--- config.mk ---
export PLATFORM = sky130hd
export DESIGN_NAME = ifetch_ctrl_flat
export DESIGN_NICKNAME = d
export VERILOG_FILES = /design/src/rtl/cpu_pkg.sv /design/src/rtl/ifetch_ctrl_if.sv /design/src/rtl/ifetch_fifo.sv /design/src/rtl/ifetch_ctrl.sv /design/src/flat_wrapper.sv
export SDC_FILE = /design/constraint.sdc
export NUM_CORES = 1
export LEC_CHECK = 0
export ABC_AREA = 1
export CORE_MARGIN = 2
export CORE_UTILIZATION = 49
export CTS_CLUSTER_SIZE = 40
export DETAILED_ROUTE_END_ITERATION = 7
export GPL_TIMING_DRIVEN = 0
export PLACE_DENSITY = 0.78
export SETUP_SLACK_MARGIN = 0.1
export SLEW_MARGIN = 20
export SYNTH_ARGS = -nofsm -noshare
export SYNTH_HDL_FRONTEND = slang
export SYNTH_SLANG_ARGS = --single-unit
--- constraint.sdc ---
create_clock -name clk -period 4.4 [get_ports clk]
set_input_delay 0.44 -clock clk [delete_from_list [all_inputs] [get_ports clk]]
set_output_delay 0.44 -clock clk [all_outputs]
set_load 0.005 [all_outputs]
--- src/rtl/cpu_pkg.sv ---
// Shared CPU-wide types and constants for the fetch path.
package cpu_pkg;

  localparam int unsigned WORD_W = 32;
  localparam logic [WORD_W-1:0] RESET_VECTOR = 32'h0000_0000;

  typedef struct packed {
    logic [WORD_W-1:0] pc;
    logic [WORD_W-1:0] instr;
  } fetch_entry_t;

  function automatic logic [WORD_W-1:0] word_align(input logic [WORD_W-1:0] a);
    return a & ~WORD_W'(3);
  endfunction

endpackage

--- src/rtl/ifetch_ctrl_if.sv ---
// Fetch-unit bus: ROM address/data, fetch control, redirect and decode handshake.
interface ifetch_ctrl_if #(
  parameter int unsigned DEPTH = 4
) ();
  import cpu_pkg::*;

  logic [WORD_W-1:0]      rom_addr;
  logic [WORD_W-1:0]      rom_data;
  logic                   fetch_en;
  logic                   redirect_valid;
  logic [WORD_W-1:0]      redirect_pc;
  logic                   out_valid;
  logic                   out_ready;
  logic [WORD_W-1:0]      out_instr;
  logic [WORD_W-1:0]      out_pc;
  logic [WORD_W-1:0]      out_pc4;
  logic [$clog2(DEPTH):0] fifo_count;

  modport master (
    output rom_addr, out_valid, out_instr, out_pc, out_pc4, fifo_count,
    input  rom_data, fetch_en, redirect_valid, redirect_pc, out_ready
  );

  modport slave (
    input  rom_addr, out_valid, out_instr, out_pc, out_pc4, fifo_count,
    output rom_data, fetch_en, redirect_valid, redirect_pc, out_ready
  );

endinterface

--- src/rtl/ifetch_fifo.sv ---
// DEPTH-entry prefetch queue of {pc, instr}; flush clears it, push+pop allowed when full.
module ifetch_fifo
  import cpu_pkg::*;
#(
  parameter int unsigned DEPTH = 4
) (
  input  logic                   clk,
  input  logic                   reset,
  input  logic                   flush,
  input  logic                   push,
  input  logic                   pop,
  input  fetch_entry_t           wdata,
  output fetch_entry_t           rdata,
  output logic [$clog2(DEPTH):0] count
);

  localparam int unsigned PW = $clog2(DEPTH);
  localparam int unsigned CW = PW + 1;

  logic [PW-1:0] wr_ptr_q, wr_ptr_d;
  logic [PW-1:0] rd_ptr_q, rd_ptr_d;
  logic [CW-1:0] count_q, count_d;
  fetch_entry_t  mem_q [DEPTH];
  fetch_entry_t  mem_d [DEPTH];

  always_comb begin
    wr_ptr_d = wr_ptr_q;
    rd_ptr_d = rd_ptr_q;
    count_d  = count_q;
    mem_d    = mem_q;
    if (flush) begin
      wr_ptr_d = '0;
      rd_ptr_d = '0;
      count_d  = '0;
    end else begin
      // When full, push and pop hit the same slot; the head leaves as it is overwritten.
      if (push) begin
        mem_d[wr_ptr_q] = wdata;
        wr_ptr_d        = wr_ptr_q + 1'b1;
      end
      if (pop) begin
        rd_ptr_d = rd_ptr_q + 1'b1;
      end
      count_d = count_q + CW'(push) - CW'(pop);
    end
  end

  always_ff @(posedge clk) begin
    if (reset) begin
      wr_ptr_q <= '0;
      rd_ptr_q <= '0;
      count_q  <= '0;
      mem_q    <= '{default: '0};
    end else begin
      wr_ptr_q <= wr_ptr_d;
      rd_ptr_q <= rd_ptr_d;
      count_q  <= count_d;
      mem_q    <= mem_d;
    end
  end

  assign rdata = mem_q[rd_ptr_q];
  assign count = count_q;

endmodule

--- src/rtl/ifetch_ctrl.sv ---
// Instruction-fetch sequencer: owns the fetch PC, fills the prefetch queue from the
// combinational ROM and presents the queue head to decode.
module ifetch_ctrl
  import cpu_pkg::*;
#(
  parameter int unsigned       DEPTH    = 4,
  parameter logic [WORD_W-1:0] RESET_PC = RESET_VECTOR
) (
  input logic          clk,
  input logic          reset,
  ifetch_ctrl_if.master bus
);

  localparam int unsigned CW = $clog2(DEPTH) + 1;

  logic [WORD_W-1:0] pc_q, pc_d;
  logic              enq;
  logic              deq;
  logic              out_valid;
  logic [CW-1:0]     count;
  fetch_entry_t      head;
  fetch_entry_t      wentry;

  assign out_valid = (count != '0);

  always_comb begin
    deq  = out_valid & bus.out_ready;
    enq  = bus.fetch_en & ~bus.redirect_valid & ((count < CW'(DEPTH)) | deq);
    pc_d = pc_q;
    if (bus.redirect_valid) begin
      pc_d = word_align(bus.redirect_pc);
    end else if (enq) begin
      pc_d = pc_q + WORD_W'(4);
    end
  end

  always_ff @(posedge clk) begin
    if (reset) begin
      pc_q <= word_align(RESET_PC);
    end else begin
      pc_q <= pc_d;
    end
  end

  assign wentry = '{pc: word_align(pc_q), instr: bus.rom_data};

  ifetch_fifo #(
    .DEPTH (DEPTH)
  ) u_fifo (
    .clk   (clk),
    .reset (reset),
    .flush (bus.redirect_valid),
    .push  (enq),
    .pop   (deq),
    .wdata (wentry),
    .rdata (head),
    .count (count)
  );

  assign bus.rom_addr   = word_align(pc_q);
  assign bus.out_valid  = out_valid;
  assign bus.out_instr  = head.instr;
  assign bus.out_pc     = head.pc;
  // Gated so the empty-after-reset state reads as all zeros rather than 4.
  assign bus.out_pc4    = out_valid ? head.pc + WORD_W'(4) : '0;
  assign bus.fifo_count = count;

endmodule

--- src/flat_wrapper.sv ---
// flat-port wrapper written by rule: the top's interface ports become plain ports
module ifetch_ctrl_flat import cpu_pkg::*;
#(
  parameter int unsigned       DEPTH    = 4,
  parameter logic [WORD_W-1:0] RESET_PC = RESET_VECTOR
)
  (clk, reset, bus_rom_addr, bus_out_valid, bus_out_instr, bus_out_pc, bus_out_pc4, bus_fifo_count, bus_rom_data, bus_fetch_en, bus_redirect_valid, bus_redirect_pc, bus_out_ready);
  ifetch_ctrl_if #(.DEPTH(DEPTH)) bus_i ();
  input logic clk;
  input logic reset;
  output wire logic [$bits(bus_i.rom_addr)-1:0] bus_rom_addr;
  output wire logic [$bits(bus_i.out_valid)-1:0] bus_out_valid;
  output wire logic [$bits(bus_i.out_instr)-1:0] bus_out_instr;
  output wire logic [$bits(bus_i.out_pc)-1:0] bus_out_pc;
  output wire logic [$bits(bus_i.out_pc4)-1:0] bus_out_pc4;
  output wire logic [$bits(bus_i.fifo_count)-1:0] bus_fifo_count;
  input wire logic [$bits(bus_i.rom_data)-1:0] bus_rom_data;
  input wire logic [$bits(bus_i.fetch_en)-1:0] bus_fetch_en;
  input wire logic [$bits(bus_i.redirect_valid)-1:0] bus_redirect_valid;
  input wire logic [$bits(bus_i.redirect_pc)-1:0] bus_redirect_pc;
  input wire logic [$bits(bus_i.out_ready)-1:0] bus_out_ready;
  assign bus_rom_addr = bus_i.rom_addr;
  assign bus_out_valid = bus_i.out_valid;
  assign bus_out_instr = bus_i.out_instr;
  assign bus_out_pc = bus_i.out_pc;
  assign bus_out_pc4 = bus_i.out_pc4;
  assign bus_fifo_count = bus_i.fifo_count;
  assign bus_i.rom_data = bus_rom_data;
  assign bus_i.fetch_en = bus_fetch_en;
  assign bus_i.redirect_valid = bus_redirect_valid;
  assign bus_i.redirect_pc = bus_redirect_pc;
  assign bus_i.out_ready = bus_out_ready;
  ifetch_ctrl #(.DEPTH(DEPTH), .RESET_PC(RESET_PC)) u_core (.clk(clk), .reset(reset), .bus(bus_i));
endmodule
# After elaboration in Yosys (flattened, before gate mapping)

Index checks and enable logic that the tools add are counted.

Bitwise logic cells: 7
Mux-type cells: 9
Add/subtract/negate cells: 6
$lt $le $gt $ge: 4
Reductions and logical operators: 5

Operators by type and width:

| cell                  | number |
|---|---|
| $bwmux 256            | 1 |
| $mux 64               | 3 |
| $bmux 64 s2           | 1 |
| $demux 64 s2          | 1 |
| $mux 32               | 3 |
| $add 32x3->32 const B | 2 |
| $ge 3x3->1 const B    | 2 |
| $not 2->3             | 2 |
| $add 2x1->2 const B   | 2 |
| $add 3x1->3           | 1 |
| $and 1x1->1           | 3 |
| $lt 3x1->1 const B    | 1 |
| $lt 3x3->1 const B    | 1 |
| $reduce_bool 3->1     | 1 |
| $sub 3x1->3           | 1 |
| $reduce_and 2->1      | 1 |
| $reduce_bool 2->1     | 1 |
| $reduce_or 2->1       | 1 |
| $logic_and 1x1->1     | 1 |
| $not 1->1             | 1 |
| $or 1x1->1            | 1 |

Register bits: 295
Bits of input ports: 69
Output and inout port bits: 132

# Depth between registers and ports, before layout

Gate-level depths: netlist of the first run.

Depth in word-level cells: 6
Gate-level depth with buffers: 17
Depth with buffers taken out: 14

# By module

From an unflattened synthesis of the first run, not the netlist that was laid out.

Cells, all modules: 2626
Area, all modules: 15855.2 um^2

By module, submodules not included:

| module      | cells each | area an instance (um^2) | seq. area each (um^2) | times used |
|---|---|---|---|---|
| ifetch_fifo | 2034       | 12684.7                 | 5265.0                | 1 |
| ifetch_ctrl | 592        | 3170.5                  | 600.6                 | 1 |

# Worst setup path before layout of the first run

No wires, ideal clock.

Path kind: input -> register
Start point: input port bus_out_ready
End point: register u_core.u_fifo.count_q[2] (netlist: u_core.u_fifo.count[2])
Setup slack: 1781 ps
Cell stages on the path: 14
Arrival: 2549 ps
Buffers on the path: 1
Data required time: 4330 ps
Cells stage by stage: inv_1 > nand2_1 > nand2_1 > nor2_1 > buf_2 > inv_1 > ha_1 > inv_1 > ha_1 > inv_1 > fa_1 > xnor2_1 > or2_2 > a21oi_1

Cells in the longest elaborated chain, start to end: 5

Ends and longest elaborated chain:

| element                | RTL line           | source |
|---|---|---|
| start: declaration     | flat_wrapper.sv:21 | `input wire logic [$bits(bus_i.out_ready)-1:0] bus_out_ready;` |
| $and 1x1->1 *          | ifetch_ctrl.sv:27  | `deq = out_valid & bus.out_ready;` |
| $or 1x1->1             | ifetch_ctrl.sv:28  | `enq = bus.fetch_en & ~bus.redirect_valid & ((count < CW'(DEPTH)) \| deq);` |
| $and 1x1->1            | ifetch_ctrl.sv:28  |  |
| $add 3x1->3            | ifetch_fifo.sv:44  | `count_d = count_q + CW'(push) - CW'(pop);` |
| $sub 3x1->3 *          | ifetch_fifo.sv:44  |  |
| end signal: assignment | ifetch_fifo.sv:57  | `count_q <= count_d;` |
| end: declaration       | ifetch_fifo.sv:22  | `logic [CW-1:0] count_q, count_d;` |

Every way passes the cells marked *; elsewhere a longest branch is shown, timed or not.
A chain may end at the register's enable or synchronous reset.

# Final worst setup path of the first run

Start point: register u_core.u_fifo.rd_ptr_q[1]
End point: output port bus_out_instr[30]

Cells in the longest elaborated chain, start to end: 4

Ends and longest elaborated chain:

| element                                    | RTL line           | source |
|---|---|---|
| start: declaration                         | ifetch_fifo.sv:21  | `logic [PW-1:0] rd_ptr_q, rd_ptr_d;` |
| start signal: assignment                   | ifetch_fifo.sv:56  | `rd_ptr_q <= rd_ptr_d;` |
| $not 2->3 (not written as such)            | ifetch_fifo.sv:62  | `assign rdata = mem_q[rd_ptr_q];` |
| $bmux 64 s2                                | ifetch_fifo.sv:62  |  |
| $mux 64 (not written as such) (2 in a row) | ifetch_fifo.sv:62  |  |
| end: declaration                           | flat_wrapper.sv:13 | `output wire logic [$bits(bus_i.out_instr)-1:0] bus_out_instr;` |

Every way passes these cells. The select of a mux whose other input is x is not followed.

==> results of run 1 <==
power by group:
part | internal, mW | leakage (nW) | switching [mW]
logic | 0.280 | 3.71 | 0.474
clock network | 1.72 | 0.551 | 1.11
registers | 2.63 | 2.31 | 0.0424
total | 4.63 | 6.57 | 1.63
flip-flops by register name, indices dropped and copies added, names as in the netlist:
name                    flops
u_core.u_fifo.wr_ptr_q      2
u_core.u_fifo.mem_q       248
u_core.pc_q                30
u_core.u_fifo.rd_ptr_q      2
u_core.u_fifo.count         3
timing repair:
action	CTS	global route
setup endpoints to repair	0	4
hold endpoints to repair	0	0
gates resized for setup	0	1
cells in the mapped netlist:
cell type | instances | area (um2)
a21o_1 | 2 | 15.0
a21oi_1 | 283 | 1420
a221oi_1 | 4 | 35.0
a22o_1 | 3 | 26.3
a31oi_1 | 13 | 81.3
and3_1 | 1 | 6.26
buf_1 | 9 | 33.8
buf_2 | 37 | 185
buf_4 | 11 | 82.6
buf_6 | 5 | 56.3
buf_8 | 2 | 30.0
clkbuf_1 | 127 | 477
clkbuf_2 | 1 | 5.00
conb_1 | 1 | 3.75
dfxtp_1 | 285 | 5710
fa_1 | 1 | 20.0
ha_1 | 8 | 100
inv_1 | 90 | 338
inv_2 | 3 | 11.3
inv_4 | 1 | 6.26
nand2_1 | 664 | 2490
nand2_2 | 12 | 75.1
nand3_1 | 307 | 1540
nand3_2 | 1 | 10.0
nand3b_1 | 1 | 7.51
nand4_1 | 6 | 37.5
nor2_1 | 173 | 649
nor2_2 | 9 | 56.3
nor2_4 | 2 | 22.5
nor3_1 | 12 | 60.1
nor3_2 | 1 | 10.0
o211ai_1 | 1 | 7.51
o21ai_0 | 114 | 571
o21ai_1 | 1 | 5.00
o21ai_2 | 1 | 8.76
o22ai_1 | 33 | 206
o311ai_0 | 1 | 8.76
or2_2 | 1 | 6.26
xnor2_1 | 7 | 61.3
xor2_1 | 12 | 105
final timing paths:
kind	startpoint	to	slack, ns	cells after the start
worst max register to register	u_core.u_fifo.count[2]	u_core.u_fifo.count[2]	1.19	13
worst min-delay path	bus_redirect_pc[16]	u_core.pc_q[16]	0.44	3
worst max-delay path	u_core.u_fifo.rd_ptr_q[1]	bus_out_instr[30]	0.30	8
worst min register to register	u_core.u_fifo.mem_q[47]	u_core.u_fifo.mem_q[47]	0.46	2
stage by stage:
stage / std cells / cell area, um2
after global placement: 2832 / 17000
final: 2887 / 18100
after detailed placement: 2832 / 17000
after floorplan: 2251 / 14600
after CTS: 2887 / 18100
after global routing: 2887 / 18100
cells by family after synthesis:
group	Yosys count	synth area share, %
adder cells (fa/ha/maj)	9	0.824
other	1	0.0257
flip-flops	285	39.2
AO/OA/AOI/OAI	456	16.3
buffers and inverters	286	8.41
XOR/XNOR	19	1.14
AND/OR/NAND/NOR	1190	34.1
cell type report:
type | count | area [um2] | area share (%)
timing repair buffer | 191 | 1910 | 10.6
clock buffer | 45 | 947 | 5.23
inverter | 94 | 355 | 1.96
multi-input combinational | 1680 | 7670 | 42.3
sequential | 285 | 5710 | 31.5
tap | 390 | 488 | 2.69
buffer | 192 | 870 | 4.80
clock inverter | 10 | 168 | 0.926
routing by layer:
| metal | part of all wire (%) | track usage [%] |
|---|---|---|
| met1 | 39 | 45.3 |
| met2 | 46 | 56.9 |
| met3 | 9.7 | 5.28 |
| met4 | 5.2 | 18.5 |
| met5 | 0 | 0 |
critical path: cells and delay by family (launching register included):
kind | cells | cell delay, ns
compound gates | 2 | 0.42
buf+inv | 6 | 2.35
flops | 1 | 0.30
==> metrics, run 1 <==
status=finished, final reports clean; drt pass-1 iters=8; core area=between 20000 and 30000 um2; violation count after the first detailed-routing iteration=approximately 2000; register area share after synthesis=between 30% and 40%; largest net degree at the start of global routing=16; Detail Placement HPWL=40900 um; Worst Setup End Kind=primary output; Die Ht=176 um; maximum vdd drop=between 0.0003 and 0.0004 V; max-slew violation count=0; Place WS=about 0.63 ns; via/cell ratio=approximately 6; setup ws final=slightly above 0.3 ns; CTS tree=done; post-CTS setup buffer count=0; RSZ-0062 raised after global routing=no; placer congestion estimate=0.971; CP Class=flop to primary output; Post-DRT Antenna Nets=0; Clk Latency, worst-skew pair=a little under 0.6 ns; CP startpoint kind=flop; crit path cell chain=buf_2 > inv_2 > buf_2 > clkbuf_1 > clkbuf_1 > o21ai_0 > o22ai_1 > clkdlybuf4s50_1; vias in the first global route=between 15000 and 20000; most common cell after layout, fill and taps aside=nand2_1; Power, Total=6.26 mW; CTS buffer count=30; routed len/inst=about 20 um; Vias=17000; # diodes=0; Critical Path AT=3.66 ns; commonest non-fill, non-tap cells in the layout=663 x nand2_1, 307 x nand3_1, 285 x dfxtp_1; Req. time, crit path=3.96 ns; area grow syn2layout=24.3%; synth unique cells=40; gr ovfl total=0; Initial Util=49.4%; final period utilization=around 93%; Pleak=6.57 nW; worst-margin pin slew=approximately 0.85 ns; Power Density=about 350 nW/um2; maximum buffer depth of the clock tree=3; maxcap violations=0; Final Util=between 60% and 70%; layout cells sized above 1=under 10%; slowest CP cell=clkbuf_1; Final Skew=approximately 0.021 ns; # nets final=approximately 2600; synthesized area per cell=6.49 um2; min Tclk post-route=between 4 and 5 ns; global-route wire length before repair=~86000 um; Final Hold Fails=0; WHS=0.441 ns; Mapped Area=between 10000 and 15000 um2; I/O pins=201; drc violations=0; num rows=between 60 and 70; Reg clk slew, reported paths=~0.07 ns; Peak Freq=~0.24 GHz; H-tree Lvls=1; antenna violations before repair=0; CP peak stage delay=0.58 ns; hold-fix buffer count after cts=0; Die X=between 150 and 200 um; GRT Overall Usage=between 30% and 40%; Worst Path Max Fanout=10; CTS root buffer=clkbuf_16; HP Class=input port to flop; register bit total from synthesis=285; Synth Warn #=0; Clock Sinks=approximately 290; fill cell count=around 2800; Port-buffer cells=approximately 190; gate count after technology mapping=2246; Slew headroom=43.2%; total negative slack=0 ns; die area=roughly 31000 um2; final WL=56600 um; Final Setup Violations=0
(Power assumes the default switching activity.)
==> run 2, diff against run 1 <==
Settings changed: PLACE_DENSITY 0.78 to 0.72, SETUP_SLACK_MARGIN 0.1 to 0.3, SYNTH_HIERARCHICAL set to 1.
==> run 2 against run 1 <==
  * Flip-flop and latch count increased by 8
  * Power grew 2.4%
  * Global-route usage down 4.9 points
  * Via count decreased by 0.98%
  * Clock power fell by 1%
  * First-iteration DRC count shrank 24%
  * Die area increased by 8.6%
  * Fmax grew 1.8%
  * Clock skew fell by 0.0061 ns
  * Area after synthesis up 8.8%
  * Register-to-register slack worse by 0.22 ns
==> metrics, run 2 <==
Critical Path AT=3.58 ns (-0.08 ns); Die X=184 um (+4.2%); maxcap violations=0 (unchanged); # diodes=0 (unchanged); register bit total from synthesis=293 (+2.8%); GRT Overall Usage=30.2% (-4.9 points); WHS=0.506 ns (+0.0650 ns); Final Skew=0.0145 ns (-0.00613 ns); die area=33800 um2 (+8.6%); CP startpoint kind=flop; Die Ht=184 um (+4.2%); CTS root buffer=clkbuf_16; area grow syn2layout=23.5%; Hold Path Stages=2 (-1); Place WS=0.503 ns (-0.126 ns); H-tree Lvls=2 (+1); Met3 Wirelength=3990 um (-27%); gr ovfl total=0 (unchanged); routed wl met2=24200 um (-6.7%); gate count after technology mapping=2626 (+17%); RSZ-0062 raised after global routing=yes; Synth Warn #=6 (+6); Power Density=327 nW/um2 (-5.3%); drc violations=0 (unchanged); Clock Sinks=293 (+2.8%); largest net degree at the start of global routing=17 (+1); Synth async-reset ratio=0% (unchanged); most frequent cell after synthesis=nand2_1; via/cell ratio=5.10 (-13%); Main synth FF type=dfxtp_1; num rows=65 (+3.2%); HP Class=flop to flop; routed len/inst=15.9 um (-19%); CTS tree=done; largest reg by FF count=u_core/u_fifo/mem_q; synthesized area per cell=6.04 um2 (-6.9%); # nets final=2950 (+16%); top post-synthesis cells by area=dfxtp_1 37%, nand2_1 20%, nor2_1 14%, inv_1 8.3%, o21ai_0 3.2%; Pleak=9.76 nW (+49%); drt pass-1 iters=5 (-3); setup ws final=0.376 ns (+0.0717 ns); antenna violations before repair=0 (unchanged); Largest register FFs=256 (+3.2%); Post-DRT Antenna Nets=0 (unchanged); Worst Path Max Fanout=10 (unchanged); R2R cell count=11 (-2); final WL=52300 um (-7.6%); Initial Util=50.0% (+0.56 points); Highest Signal Layer=met4; Reg clk slew, reported paths=0.06 ns (about the same); Clk Latency, worst-skew pair=0.51 ns (-0.07 ns); Final Setup Violations=0 (unchanged); commonest non-fill, non-tap cells in the layout=823 x nand2_1, 601 x nor2_1, 352 x inv_1; Port-buffer cells=196 (+2.6%); min Tclk post-route=4.02 ns (-0.0717 ns); total negative slack=0 ns (unchanged); maximum buffer depth of the clock tree=3 (unchanged); vias in the first global route=15400 (-3.2%); top cell type's share of synthesized area=37.0% (-2.2 points); CTS buffer count=34 (+13%); most common cell after layout, fill and taps aside=nand2_1; max-slew violation count=0 (unchanged); Mapped Area=15900 um2 (+8.8%); placer congestion estimate=0.991 (+2.0%); number of synthesized flops with an enable pin=0 (unchanged); violation count after the first detailed-routing iteration=1512 (-24%); register area share after synthesis=37.0% (-2.2 points); I/O pins=201 (unchanged); Vias=16800 (-0.98%); Worst Setup End Kind=primary output; Final Util=61.7% (+0.27 points); Detail Placement HPWL=37500 um (-8.3%); global-route wire length before repair=80600 um (-6.7%); worst-margin pin slew=0.997 ns (+0.145 ns); maximum vdd drop=0.000204 V (-38%); synth unique cells=37 (-7.5%); Req. time, crit path=3.96 ns (about the same); layout cells sized above 1=7.12% (+1.4 points); detailed-route wire length on metal 1=22100 um (-0.90%); Slew headroom=33.0% (-10 points); final period utilization=91.4% (-1.6 points); hold-fix buffer count after cts=0 (unchanged); reg-to-reg setup timing slack=0.97 ns (-0.22 ns); Synth top cells by count=827 x nand2_1, 604 x nor2_1, 352 x inv_1, 293 x dfxtp_1, 101 x o21ai_0; status=finished, final reports clean; core area=31700 um2 (+7.6%); top cell type by total area after synthesis=dfxtp_1; Peak Freq=0.249 GHz (+1.8%); Final Hold Fails=0 (unchanged); CP Class=flop to primary output
## run 2: timing repair
action / CTS / global route
endpoints found under the hold margin: 0 / 0
resized for setup: 10 / 23
buffers inserted: 2 / 3
endpoints found under the setup margin: 24 / 18
pin swaps: 2 / 2
## run 2: metrics by stage
step,power (mW),instances,instance area [um2]
finish,6.41,3296,19600
floorplan,3.21,2635,15900
global route,6.62,3296,19600
detailed placement,3.65,3233,18400
global placement,3.63,3233,18400
CTS,6.43,3293,19500
## run 2: path summary, 6_finish.rpt
kind	start	endpoint
setup / recovery	u_core/u_fifo/rd_ptr_q[0]	bus_out_pc4[31]
hold reg to reg	u_core/u_fifo/wr_ptr_q[0]	u_core/u_fifo/wr_ptr_q[0]
setup reg to reg	u_core/u_fifo/count[1]	u_core/u_fifo/count[2]
hold / removal	u_core/u_fifo/wr_ptr_q[0]	u_core/u_fifo/wr_ptr_q[0]
## run 2: logic make-up (layout without fill, tap and decap cells)
logic type / Yosys count / count (layout) / share of synthesized area (%)
AO/OA/AOI/OAI: 275 / 275 / 9.81
XOR/XNOR: 12 / 12 / 0.663
adder cells (fa/ha/maj): 9 / 9 / 0.758
buffers and inverters: 498 / 757 / 13.7
flip-flops: 293 / 293 / 37.0
other: 1 / 10 / 0.0237
AND/OR/NAND/NOR: 1538 / 1538 / 38.1
## run 2: metal layers
metal,up-vias,track usage [%]
met5,-,0
met1,7688,38.4
met3,115,4.64
met2,627,51.1
li1,8386,-
met4,0,12.8
## run 2: critical path, stage by stage, from the launching register on
cell             delay (ns)
dfxtp_1                0.30
buf_2                  0.24
buf_4                  0.27
clkbuf_4               0.29
o21ai_0                0.12
nand2_1                0.22
nand2_1                0.17
nor2_1                 0.17
nand2_1                0.12
nor2_2                 0.25
nand2_1                0.08
nand2_1                0.06
nand2_1                0.05
nor2_1                 0.09
clkdlybuf4s50_1        0.63
## run 2: final cells by class
| type | count | area, um2 |
|---|---|---|
| fill | 3094 | 12100 |
| multi-input combinational | 1844 | 7900 |
| sequential | 293 | 5870 |
| timing repair buffer | 201 | 2010 |
| inverter | 355 | 1330 |
| clock buffer | 52 | 1040 |
| buffer | 143 | 863 |
| tap | 402 | 503 |
| clock inverter | 6 | 55.1 |
## run 2: power by group
| group | internal [mW] | leakage [nW] | switching, mW | total, mW |
|---|---|---|---|---|
| registers | 2.72 | 2.37 | 0.0769 | 2.79 |
| logic | 0.347 | 6.84 | 0.474 | 0.821 |
| clock network | 1.69 | 0.543 | 1.11 | 2.79 |
==> run 3, diff against run 2 <==
--- a/config.mk
+++ b/config.mk
@@ -12,9 +12,8 @@
 export DETAILED_ROUTE_END_ITERATION = 7
 export GPL_TIMING_DRIVEN = 0
-export PLACE_DENSITY = 0.72
+export PLACE_DENSITY = 0.73
 export SETUP_SLACK_MARGIN = 0.3
 export SLEW_MARGIN = 20
 export SYNTH_ARGS = -nofsm -noshare
 export SYNTH_HDL_FRONTEND = slang
-export SYNTH_HIERARCHICAL = 1
 export SYNTH_SLANG_ARGS = --single-unit
==> constraint.sdc (replaced) <==
create_clock -name clk -period 4.4 [get_ports clk]
set_input_delay 0.44 -clock clk [delete_from_list [all_inputs] [get_ports clk]]
set_output_delay 0.44 -clock clk [all_outputs]
set_load 0.1 [all_outputs]
==> run 3 against run 2 <==
  * Cell count is 12% lower
  * Die area shrank 7.9%
  * Clock power shrank 4%
  * Power grew 1.9%
  * Critical endpoint is now bus_out_pc4[28]
  * Largest cell class unchanged
==> metrics, run 3 (same netlist as run 1, synthesis figures left out) <==
status=finished, final reports clean; CTS tree=done; CTS root buffer=clkbuf_16; maxcap violations=0 (unchanged); Req. time, crit path=3.96 ns (about the same); vias in the first global route=15700 (+2.2%); Worst Setup End Kind=primary output; final period utilization=92.4% (+0.99 points); hold path start=bus_redirect_pc[23]; Power Density=361 nW/um2 (+10%); RSZ-0062 raised after global routing=yes; Vias=16800 (-0.20%); GRT Overall Usage=35.8% (+5.6 points); total negative slack=0 ns (unchanged); largest reg by FF count=u_core.u_fifo.mem_q; final WL=57200 um (+9.5%); worst-margin pin slew=1.01 ns (+0.0106 ns); Initial Util=49.4% (-0.56 points); max-slew violation count=0 (unchanged); core area=29500 um2 (-7.1%); routed len/inst=19.8 um (+25%); via/cell ratio=5.81 (+14%); CTS buffer count=31 (-8.8%); largest net degree at the start of global routing=17 (unchanged); violation count after the first detailed-routing iteration=2181 (+44%); WP depth=13 (-1); min Tclk post-route=4.07 ns (+0.0437 ns); hold-fix buffer count after cts=0 (unchanged); crit path cell chain=buf_6 > buf_2 > clkbuf_4 > o21ai_0 > nand2_2 > ha_1 > nand2_1 > nor2_1 > nand2_2 > nor2_1 > a21oi_1 > nor2_2 > buf_2; CP Class=flop to primary output; Port-buffer cells=191 (-2.6%); Final Skew=0.0236 ns (+0.00913 ns); reg-to-reg setup timing slack=1.27 ns (+0.30 ns); Setup crit end=bus_out_pc4[28]; Die X=176 um (-4.0%); area grow syn2layout=24.1%; Cell Count Post-Placement=2833 (-12%); R2R cell count=13 (+2); die area=31100 um2 (-7.9%); Detail Placement HPWL=41400 um (+11%); Worst Path Max Fanout=10 (unchanged); HP Class=input port to flop; Reg clk slew, reported paths=0.06 ns (about the same); Clock Sinks=285 (-2.7%); Crit. Startpoint=u_core.u_fifo.rd_ptr_q[0]; # diodes=0 (unchanged); layout cells sized above 1=8.52% (+1.4 points); # nets final=2554 (-13%); Slew headroom=32.6% (-0.41 points); Final Setup Violations=0 (unchanged); Critical Path AT=3.63 ns (+0.05 ns); CP startpoint kind=flop; H-tree Lvls=1 (-1); I/O pins=201 (unchanged); drc violations=0 (unchanged); Final Hold Fails=0 (unchanged); Buf/Inv on CP=4 (unchanged); Largest register FFs=248 (-3.1%); Clk Latency, worst-skew pair=0.59 ns (+0.08 ns); commonest non-fill, non-tap cells in the layout=663 x nand2_1, 307 x nand3_1, 285 x dfxtp_1; global-route wire length before repair=87600 um (+8.7%); Post-DRT Antenna Nets=0 (unchanged); most common cell after layout, fill and taps aside=nand2_1; maximum buffer depth of the clock tree=3 (unchanged); Pleak=6.67 nW (-32%); maximum vdd drop=0.000316 V (+55%); drt pass-1 iters=6 (+1); placer congestion estimate=0.956 (-3.5%); gr ovfl total=0 (unchanged); Non-Filler Instances=2889 (-12%); reg2reg end=u_core.u_fifo.count[2]; launching point of the worst reg2reg path=u_core.u_fifo.count[2]; Peak Freq=0.246 GHz (-1.1%); num rows=63 (-3.1%); slowest CP cell=buf_2; antenna violations before repair=0 (unchanged); Top delay family on crit path=buffers and inverters; CP peak stage delay=0.42 ns (-0.21 ns); Die Ht=176 um (-4.0%)
==> run 3: per-stage QoR <==
stage / util (%) / cell area, um2 / hold slack [ns] / setup WS, ns / power (mW)
after floorplan: - / 14600 / 0.429 / 0.104 / 3.52
after global placement: 57.8 / 17000 / 0.440 / 0.106 / 3.88
after detailed placement: 57.9 / 17100 / 0.449 / 0.140 / 3.89
after CTS: 61.4 / 18100 / 0.431 / 0.116 / 6.51
after global routing: 61.3 / 18100 / 0.453 / 0.202 / 6.68
final: 61.3 / 18100 / 0.436 / 0.333 / 6.53
==> run 3: where the power goes <==
group / switching (mW) / internal [mW] / leakage, nW / total (mW)
registers: 0.0414 / 2.63 / 2.31 / 2.68
logic: 0.901 / 0.274 / 3.84 / 1.17
clock network: 1.12 / 1.56 / 0.517 / 2.68
total: 2.06 / 4.47 / 6.67 / 6.53
==> run 3: layout make-up <==
cell class / count / area (um2)
Fill cell: 2875 / 11400
Multi-Input combinational cell: 1680 / 7720
Sequential cell: 285 / 5710
Timing Repair Buffer: 192 / 1900
Clock buffer: 47 / 926
Buffer: 192 / 878
Tap cell: 390 / 488
Inverter: 94 / 355
Clock inverter: 9 / 110
==> run 3: worst min path at each step <==
stage                                     to  slack [ns]  depth (start not counted)
floorplan            u_core.u_fifo.mem_q[47]        0.43                          2
global placement    u_core.u_fifo.mem_q[111]        0.44                          2
detailed placement   u_core.u_fifo.mem_q[76]        0.45                          2
CTS                          u_core.pc_q[23]        0.43                          3
global route                 u_core.pc_q[27]        0.45                          3
finish                       u_core.pc_q[23]        0.44                          3
==> run 3: tightest hold or removal path, delay by kind of cell <==
kind	cells	cell delay (ns)
buffers and inverters	1	0.39
AO/OA/AOI/OAI	1	0.08
AND/OR/NAND/NOR	1	0.06
==> run 3: routing by layer <==
metal | global-route usage (%) | share of wire [%]
met1 | 47.6 | 41
met2 | 58.7 | 45
met3 | 4.33 | 9.0
met4 | 15.4 | 4.8
met5 | 0 | 0
==> run 3: what timing repair did <==
action                     in CTS  in global routing
setup endpoints to repair      58                 38
buffers inserted                0                  0
resized for setup             166                 31
